--- config.mk ---
export PLATFORM = sky130hd
export DESIGN_NAME = if_fetch
export DESIGN_NICKNAME = d
export VERILOG_FILES = /design/src/rtl/core_pkg.sv /design/src/rtl/fetch_fifo.sv /design/src/rtl/if_fetch.sv
export SDC_FILE = /design/constraint.sdc
export NUM_CORES = 1
export LEC_CHECK = 0
export ABC_AREA = 1
export BUFFER_PORTS_ARGS = -buffer_cell sky130_fd_sc_hd__buf_2
export CAP_MARGIN = 40
export CORE_MARGIN = 2
export CORE_UTILIZATION = 56
export CTS_BUF_LIST = sky130_fd_sc_hd__clkbuf_4
export CTS_CLUSTER_DIAMETER = 150
export DETAILED_ROUTE_END_ITERATION = 10
export GPL_TIMING_DRIVEN = 0
export PLACE_DENSITY_LB_ADDON = 0.1
export SLEW_MARGIN = 40
export SYNTH_ARGS = -nofsm -noshare
export SYNTH_HDL_FRONTEND = slang
export SYNTH_HIERARCHICAL = 1
export SYNTH_SLANG_ARGS = --single-unit
export TNS_END_PERCENT = 10
--- constraint.sdc ---
create_clock -name clk -period 3.6 [get_ports clk]
set_clock_uncertainty 0.15 [all_clocks]
set_input_delay 0.54 -clock clk [delete_from_list [all_inputs] [get_ports clk]]
set_output_delay 0.54 -clock clk [all_outputs]
set_load 0.02 [all_outputs]
--- src/rtl/core_pkg.sv ---
// Shared core definitions: widths, reset PC, NOP encoding and base opcodes.
// Imported by the fetch stage, its buffer, and the decode stage.
package core_pkg;

    localparam int PC_W   = 12;
    localparam int INST_W = 32;

    localparam logic [INST_W-1:0] NOP_INST = 32'h0000_0013;
    localparam logic [PC_W-1:0]   RESET_PC = 12'h000;

    // RV32I major opcodes (inst[6:0]) shared with decode
    localparam logic [6:0] OP_LUI    = 7'b0110111;
    localparam logic [6:0] OP_AUIPC  = 7'b0010111;
    localparam logic [6:0] OP_JAL    = 7'b1101111;
    localparam logic [6:0] OP_JALR   = 7'b1100111;
    localparam logic [6:0] OP_BRANCH = 7'b1100011;
    localparam logic [6:0] OP_LOAD   = 7'b0000011;
    localparam logic [6:0] OP_STORE  = 7'b0100011;
    localparam logic [6:0] OP_IMM    = 7'b0010011;
    localparam logic [6:0] OP_REG    = 7'b0110011;
    localparam logic [6:0] OP_SYSTEM = 7'b1110011;

    // Fetch -> decode bundle
    typedef struct packed {
        logic [PC_W-1:0]   pc;
        logic [INST_W-1:0] inst;
    } if_id_t;

    // Word-align a byte address (drop the two low bits)
    function automatic logic [PC_W-1:0] word_align(input logic [PC_W-1:0] a);
        return {a[PC_W-1:2], 2'b00};
    endfunction

endpackage

--- src/rtl/fetch_fifo.sv ---
// Fetch buffer: DEPTH-entry FIFO of {pc, inst} pairs with flush.
// Ports: push/push_pc/push_inst in, pop, flush; count and head (NOP/0 when empty) out.
module fetch_fifo
    import core_pkg::*;
#(
    parameter int P_W   = PC_W,
    parameter int I_W   = INST_W,
    parameter int DEPTH = 2,
    localparam int CNT_W = $clog2(DEPTH + 1),
    localparam int AW    = (DEPTH > 1) ? $clog2(DEPTH) : 1
) (
    input  logic             clk,
    input  logic             rst,
    input  logic             push,
    input  logic [P_W-1:0]   push_pc,
    input  logic [I_W-1:0]   push_inst,
    input  logic             pop,
    input  logic             flush,
    output logic [CNT_W-1:0] count,
    output logic             head_valid,
    output logic [P_W-1:0]   head_pc,
    output logic [I_W-1:0]   head_inst
);

    logic [P_W-1:0] pc_mem   [DEPTH];
    logic [I_W-1:0] inst_mem [DEPTH];
    logic [AW-1:0]  wr_ptr;
    logic [AW-1:0]  rd_ptr;
    logic           do_push;
    logic           do_pop;

    assign head_valid = (count != '0);
    assign do_pop     = pop && head_valid;
    assign do_push    = push && !flush;

    // DEPTH is a power of two, so pointers wrap naturally
    always_ff @(posedge clk or posedge rst) begin
        if (rst) begin
            wr_ptr <= '0;
            rd_ptr <= '0;
            count  <= '0;
        end else if (flush) begin
            wr_ptr <= '0;
            rd_ptr <= '0;
            count  <= '0;
        end else begin
            if (do_push)
                wr_ptr <= wr_ptr + AW'(1);
            if (do_pop)
                rd_ptr <= rd_ptr + AW'(1);
            count <= count + CNT_W'(do_push) - CNT_W'(do_pop);
        end
    end

    // Payload storage needs no reset: empty entries are masked at the head
    always_ff @(posedge clk) begin
        if (do_push) begin
            pc_mem[wr_ptr]   <= push_pc;
            inst_mem[wr_ptr] <= push_inst;
        end
    end

    assign head_pc   = head_valid ? pc_mem[rd_ptr] : '0;
    assign head_inst = head_valid ? inst_mem[rd_ptr] : I_W'(NOP_INST);

endmodule

--- src/rtl/if_fetch.sv ---
// Instruction fetch: owns the PC, reads the sync ROM, buffers {pc, inst} for decode.
// Ports: clk, rst; imem_ce_o/addr_o/data_i; stall_i, redirect_i/pc_i; valid_o, pc_o, inst_o.
module if_fetch
    import core_pkg::*;
#(
    parameter int              PC_W     = core_pkg::PC_W,
    parameter int              INST_W   = core_pkg::INST_W,
    parameter logic [PC_W-1:0] RESET_PC = core_pkg::RESET_PC,
    parameter int              DEPTH    = 2
) (
    input  logic              clk,
    input  logic              rst,
    output logic              imem_ce_o,
    output logic [PC_W-1:0]   imem_addr_o,
    input  logic [INST_W-1:0] imem_data_i,
    input  logic              stall_i,
    input  logic              redirect_i,
    input  logic [PC_W-1:0]   redirect_pc_i,
    output logic              valid_o,
    output logic [PC_W-1:0]   pc_o,
    output logic [INST_W-1:0] inst_o
);

    localparam int CNT_W = $clog2(DEPTH + 1);
    localparam int OCC_W = CNT_W + 1;

    logic [PC_W-1:0]  fetch_pc;
    logic [PC_W-1:0]  inflight_pc;
    logic             inflight;
    logic             kill;
    logic [CNT_W-1:0] count;
    logic [OCC_W-1:0] occ;
    logic [PC_W-1:0]  redirect_tgt;
    logic             pop;
    logic             push;
    logic             issue;

    assign redirect_tgt = redirect_pc_i & ~PC_W'(3);

    assign pop  = valid_o && !stall_i && !redirect_i;
    assign push = inflight && !kill;

    // Credit: buffered + in-flight after this cycle's pop must fit,
    // so a response never arrives at a full buffer.
    assign occ   = OCC_W'(count) + OCC_W'(inflight) - OCC_W'(pop);
    assign issue = !rst && !redirect_i && (occ < OCC_W'(DEPTH));

    assign imem_ce_o   = issue;
    assign imem_addr_o = fetch_pc;

    always_ff @(posedge clk or posedge rst) begin
        if (rst) begin
            fetch_pc    <= RESET_PC;
            inflight_pc <= RESET_PC;
            inflight    <= 1'b0;
            kill        <= 1'b0;
        end else begin
            inflight <= issue;
            kill     <= redirect_i ? inflight : 1'b0;
            if (issue)
                inflight_pc <= fetch_pc;
            if (redirect_i)
                fetch_pc <= redirect_tgt;
            else if (issue)
                fetch_pc <= fetch_pc + PC_W'(4);
        end
    end

    // Redirect doubles as flush; the flush also drops a same-cycle response
    fetch_fifo #(
        .P_W   (PC_W),
        .I_W   (INST_W),
        .DEPTH (DEPTH)
    ) u_fifo (
        .clk        (clk),
        .rst        (rst),
        .push       (push),
        .push_pc    (inflight_pc),
        .push_inst  (imem_data_i),
        .pop        (pop),
        .flush      (redirect_i),
        .count      (count),
        .head_valid (valid_o),
        .head_pc    (pc_o),
        .head_inst  (inst_o)
    );

endmodule

== After elaboration in Yosys (flattened, before gate mapping) ==
Memories as Yosys holds them, arrays and structs flattened.
Cells that the tools add are included.
W data, S select, Z words.

* Logic and storage cells: 44
* Memory bits (writable): 88
* Output and inout bits: 58
* Register bits after elaboration: 30
* Input port bits: 48
* Memories kept: 2

* Mux-type cells: 12
* Reductions and logical operators: 15
* $lt $le $gt $ge: 1
* Add/sub/neg operators: 7

{| class="wikitable"
|+ Memories
! name !! depth !! bits a word !! read ports !! clocked after memory_dff !! wr ports !! line !! source
|-
| u_fifo.inst_mem || 2 || 32 || 1 || 0 || 1 || fetch_fifo.sv:26 || <nowiki>logic [I_W-1:0] inst_mem [DEPTH];</nowiki>
|-
| u_fifo.pc_mem || 2 || 12 || 1 || 0 || 1 || fetch_fifo.sv:25 || <nowiki>logic [P_W-1:0] pc_mem [DEPTH];</nowiki>
|}

{| class="wikitable"
|+ Operators by type and width
! cell !! count
|-
| $mux W12 || 3
|-
| $mux W32 || 1
|-
| $add A12 B3 Y12 const B || 1
|-
| $reduce_bool A2 Y1 || 4
|-
| $logic_and A1 B1 Y1 || 7
|-
| $mux W1 || 7
|-
| $logic_not A1 Y1 || 4
|-
| $add A2 B1 Y3 || 1
|-
| $lt A3 B2 Y1 const B || 1
|-
| $sub A3 B1 Y3 || 1
|-
| $add A1 B1 Y1 const B || 2
|-
| $add A2 B1 Y2 || 1
|-
| $mux W2 || 1
|-
| $sub A2 B1 Y2 || 1
|}

== Logic depth before layout (Yosys ltp) ==
* Depth after elaboration: 8
* Depth in mapped cells: 14
* Gate-level depth less buffers: 14

== Hierarchy ==
Netlist, hierarchy kept.

{| class="wikitable"
|+ By module, submodules not included
! module !! area an instance (sq um) !! cells an instance !! seq. area each (sq um) !! times used
|-
| fetch_fifo || 3729.8 || 268 || 2742.6 || 1
|-
| if_fetch || 1192.4 || 161 || 550.5 || 1
|}

== Least setup slack after synthesis ==
Ideal clock, no wire load.

* Path type: register to output
* Start: register u_fifo.count[1]
* End: output port imem_ce_o
* Data arrival time: 2.602 ns
* Path slack: 0.308 ns
* Data required time: 2.910 ns
* Stages on the path, launching flop included: 10
* Cells stage by stage: dfrtp_1 > inv_1 > nand2_1 > nor3b_1 > ha_1 > or2_2 > fa_1 > nand3_2 > nor2_4 > buf_6

* Longest elaborated chain between the ends: 6

{| class="wikitable"
|+ Ends and longest elaborated chain
! item !! line !! source
|-
| start: declaration || fetch_fifo.sv:19 || <nowiki>output logic [CNT_W-1:0] count,</nowiki>
|-
| start signal: assignment || fetch_fifo.sv:51 || <nowiki>count <= count + CNT_W'(do_push) - CNT_W'(do_pop);</nowiki>
|-
| $reduce_bool A2 Y1 || fetch_fifo.sv:32 || <nowiki>assign head_valid = (count != '0);</nowiki>
|-
| net valid_o || if_fetch.sv:19 || <nowiki>output logic valid_o,</nowiki>
|-
| $logic_and A1 B1 Y1 (2 in a row) || if_fetch.sv:40 || <nowiki>assign pop = valid_o && !stall_i && !redirect_i;</nowiki>
|-
| net pop || if_fetch.sv:34 || <nowiki>logic pop;</nowiki>
|-
| $sub A3 B1 Y3 || if_fetch.sv:45 || <nowiki>assign occ = OCC_W'(count) + OCC_W'(inflight) - OCC_W'(pop);</nowiki>
|-
| $lt A3 B2 Y1 || if_fetch.sv:46 || <nowiki>assign issue = !rst && !redirect_i && (occ < OCC_W'(DEPTH));</nowiki>
|-
| $logic_and A1 B1 Y1 || if_fetch.sv:46 ||
|-
| end: declaration || if_fetch.sv:13 || <nowiki>output logic imem_ce_o,</nowiki>
|}

The timed path passes the listed nets, and every way through them passes these cells.

== Worst setup path in the final report ==
* Start: register u_fifo.count[1]
* End: output port imem_ce_o

* Longest elaborated chain between the ends: 6

{| class="wikitable"
|+ Ends and longest elaborated chain
! item !! line
|-
| $reduce_bool A2 Y1 || fetch_fifo.sv:32
|-
| $logic_and A1 B1 Y1 (2 in a row) || if_fetch.sv:40
|-
| net pop || if_fetch.sv:34
|-
| $sub A3 B1 Y3 || if_fetch.sv:45
|-
| $lt A3 B2 Y1 || if_fetch.sv:46
|-
| $logic_and A1 B1 Y1 || if_fetch.sv:46
|}

The timed path passes the listed nets, and every way through them passes these cells.

==> results.yml <==
sta:
  achievable-frequency_ghz: 0.2891
  maxSlewHeadroom_pct: 61.86
  final-setup-viol-count: 0
  finalSetupTns_ps: 0
  grt_setup_unrepaired: "false"
  tightest_slew_ps: 570.7
  final_period_utilization_pct: 96.09
  hold_viol: 0
  layout_min_cycle_time_ps: 3459
  setup_ws_ps: 140.6
  slew_viol_final: 0
worst_setup_path:
  regToRegSetupSlack_ps: 710
  critical_path_arrival_ps: 2770
  end_kind: "primary output"
  critical_path_peak_fanout: 6
  worst_setup_start_kind: "flop"
  worstPathRequired_ps: 2910
  criticalPathCategory: "flop to primary output"
yosys:
  yosys_register_bits: 114
  post_synthesis_compound_gate_area_fraction_pct: 8.160
  synth.cell_area_mm2: 0.004922
  synthDistinctLibCells: 25
  synth_seq_area_share_pct: 66.90
  syn_inst: 429
  syn-mean-instance-area_um2: 11.47
  ys_warn_count: 6
  synthMuxAreaShare_pct: 0
  synth-xor-area-share_pct: 0
  synth_simple_gate_area_share_pct: 17.64
  combinational_family_with_the_most_area_after_synthesis: "simple AND/OR/NAND/NOR gates"
  synth-adder-area-share_pct: 1.423
die:
  die_area_mm2: 0.009556
  die_x_extent_um: 97.76
  die_height_um: 97.76
  ios: 106
  core.rowCount: 34
  floorplan.initialDensity_pct: 57.00
  coreArea_mm2: 0.008636
global_routing:
  grt_max_degree: 25
  via_count_of_the_first_global_routing_pass: 3385
  grt_remaining_overflow: 0
  antenna_found_initial: 0
  groute.usage.overall_pct: 21.85
  grt_pass1_wl_um: 16370
place:
  post-dp-hpwl_um: 6783
  port_buffers: 101
  routabilityCongestion: 0.8466
  post-place-ws_ps: -262.6
drt:
  route.vias.total: 3456
  antenna_violating_nets_post_route: 0
  detail_route.wirelength_um: 9776
  drt_iter0_markers: 141
  drt_drc_violations_left: 0
  firstDrtPassIters: 5
  via_per_instance_ratio: 5.045
  routed_wire_length_per_instance_um: 14.27
hold_path:
  min-delay-path-class: "primary input to flop"
job:
  max_cap_violations: 0
status:
  status: "complete, no violations"
cts:
  cts_tree: "yes"
  cts_max_path_buffers: 2
  clk_root_buffer_cell: "sky130_fd_sc_hd__clkbuf_4"
  clkTransAtPathRegs_ps: 100
  inserted_clock_buffers: 17
  clock_sinks: 114
  depth_of_the_cts_h_tree: 4
  clkLatencyLatePin_ps: 470
finish:
  multi_input_area_mm2: 0.001401
  final_core_util_pct: 69.46
  synthToLayoutAreaGrowth_pct: 21.86
  final.fill_count: 663
  insertedDiodeCount: 0
  leading_cell_types_in_the_layout_fill_and_taps_excluded: "sky130_fd_sc_hd__nand2_1, sky130_fd_sc_hd__buf_2, sky130_fd_sc_hd__edfxtp_1"
  mostFrequentLayoutCell: "sky130_fd_sc_hd__nand2_1"
  area.sequential_mm2: 0.003294
  final_layout_size_suffix_gt1_share_pct: 37.44
  layout.nets: 617
power_and_ir_drop:
  ir_worst_vdd_mv: 0.3423
  design_power_total_uw: 2678
  power.leakage_uw: 0.002566
  power_per_cell_area_mw_per_mm2: 446.5
[final timing paths]
kind	start	to	cells after the start
max	u_fifo/count[1]	imem_ce_o	9
min	imem_data_i[16]	u_fifo/inst_mem[0][16]	1
max reg2reg	u_fifo/count[1]	imem_addr_o[5]	13
min reg2reg	inflight_pc[11]	u_fifo/pc_mem[1][11]	0
max in group asynchronous	rst	inflight_pc[11]	3
min in group asynchronous	rst	u_fifo/count[1]	3
[critical path, cell delays in order, from the launching register on]
cell and delay, ps:
sky130_fd_sc_hd__dfrtp_2 430, sky130_fd_sc_hd__inv_2 80, sky130_fd_sc_hd__nand2_4 70, sky130_fd_sc_hd__nor3b_4 160
sky130_fd_sc_hd__ha_1 300, sky130_fd_sc_hd__or2_4 260, sky130_fd_sc_hd__fa_2 580, sky130_fd_sc_hd__nand3_2 90
sky130_fd_sc_hd__nor2_4 190, sky130_fd_sc_hd__buf_6 140
[per-stage QoR]
stage	cells	area, um^2	hold WS [ps]
4_1_cts	685	5984	42.99
6_report	685	5998	93.63
2_1_floorplan	434	4941	156.1
3_3_place_gp	643	5582	291.6
5_1_grt	685	5998	20.74
3_5_place_dp	647	5682	306.5
[cell families after synthesis]
group,after synthesis
other,1
DFF,114
and+or+nand+nor,210
adders and majority gates,5
buffers and inverters,46
AOI/OAI and AO/OA,53
[cell usage after synthesis, drive strengths merged]
master  number  area share (%)
a21oi       42             7.0
conb         1           0.076
ha           4             1.0
nor2        18             1.6
buf         18             3.7
nand2      156              12
fa           1            0.41
edfxtp      88              54
or2          2            0.25
clkbuf       1           0.076
inv         27             2.1
nor3b        1            0.15
o21ai       10             1.0
o22ai        1            0.13
dfrtp       26              13
nand3       33             3.5
[flip-flops by register name, indices dropped and copies added (netlist names)]
name / cells
u_fifo/inst_mem: 64
u_fifo/pc_mem: 24
kill: 1
u_fifo/wr_ptr: 1
inflight: 1
imem_addr_o: 10
u_fifo/rd_ptr: 1
inflight_pc: 10
u_fifo/count: 2
[cell type report]
class / instances / area share, %
inverters: 27 / 1.690
flip-flops and latches: 114 / 54.92
repair buffers: 113 / 10.99
clock inverters: 13 / 1.585
clock buffers: 19 / 2.378
plain buffers: 17 / 2.816
multi-input cells: 274 / 23.36
well taps: 108 / 2.253
[report_power, final]
part | leakage [uW] | switching [uW] | internal, uW
Combinational | 0.00131 | 208 | 119
Clock | 0.000134 | 447 | 344
Sequential | 0.00112 | 54.8 | 1500
[per-layer routing]
metal | part of all wire, % | up-vias | global-route usage, %
li1 | - | 1712 | -
met5 | 0 | - | 0
met4 | 1.3 | 0 | 6.517
met1 | 43 | 1626 | 28.99
met2 | 51 | 107 | 35.86
met3 | 4.9 | 11 | 5.941
[repair_timing]
| action | CTS | global route |
|---|---|---|
| resized for setup | 5 | 6 |
| setup endpoints to repair | 1 | 1 |
| pin swaps | 1 | 4 |
| hold endpoints to repair | 26 | 0 |
| hold buffers | 1 | 0 |
| setup buffers | 5 | 2 |
Note: power is estimated with default switching activity, not from simulation.
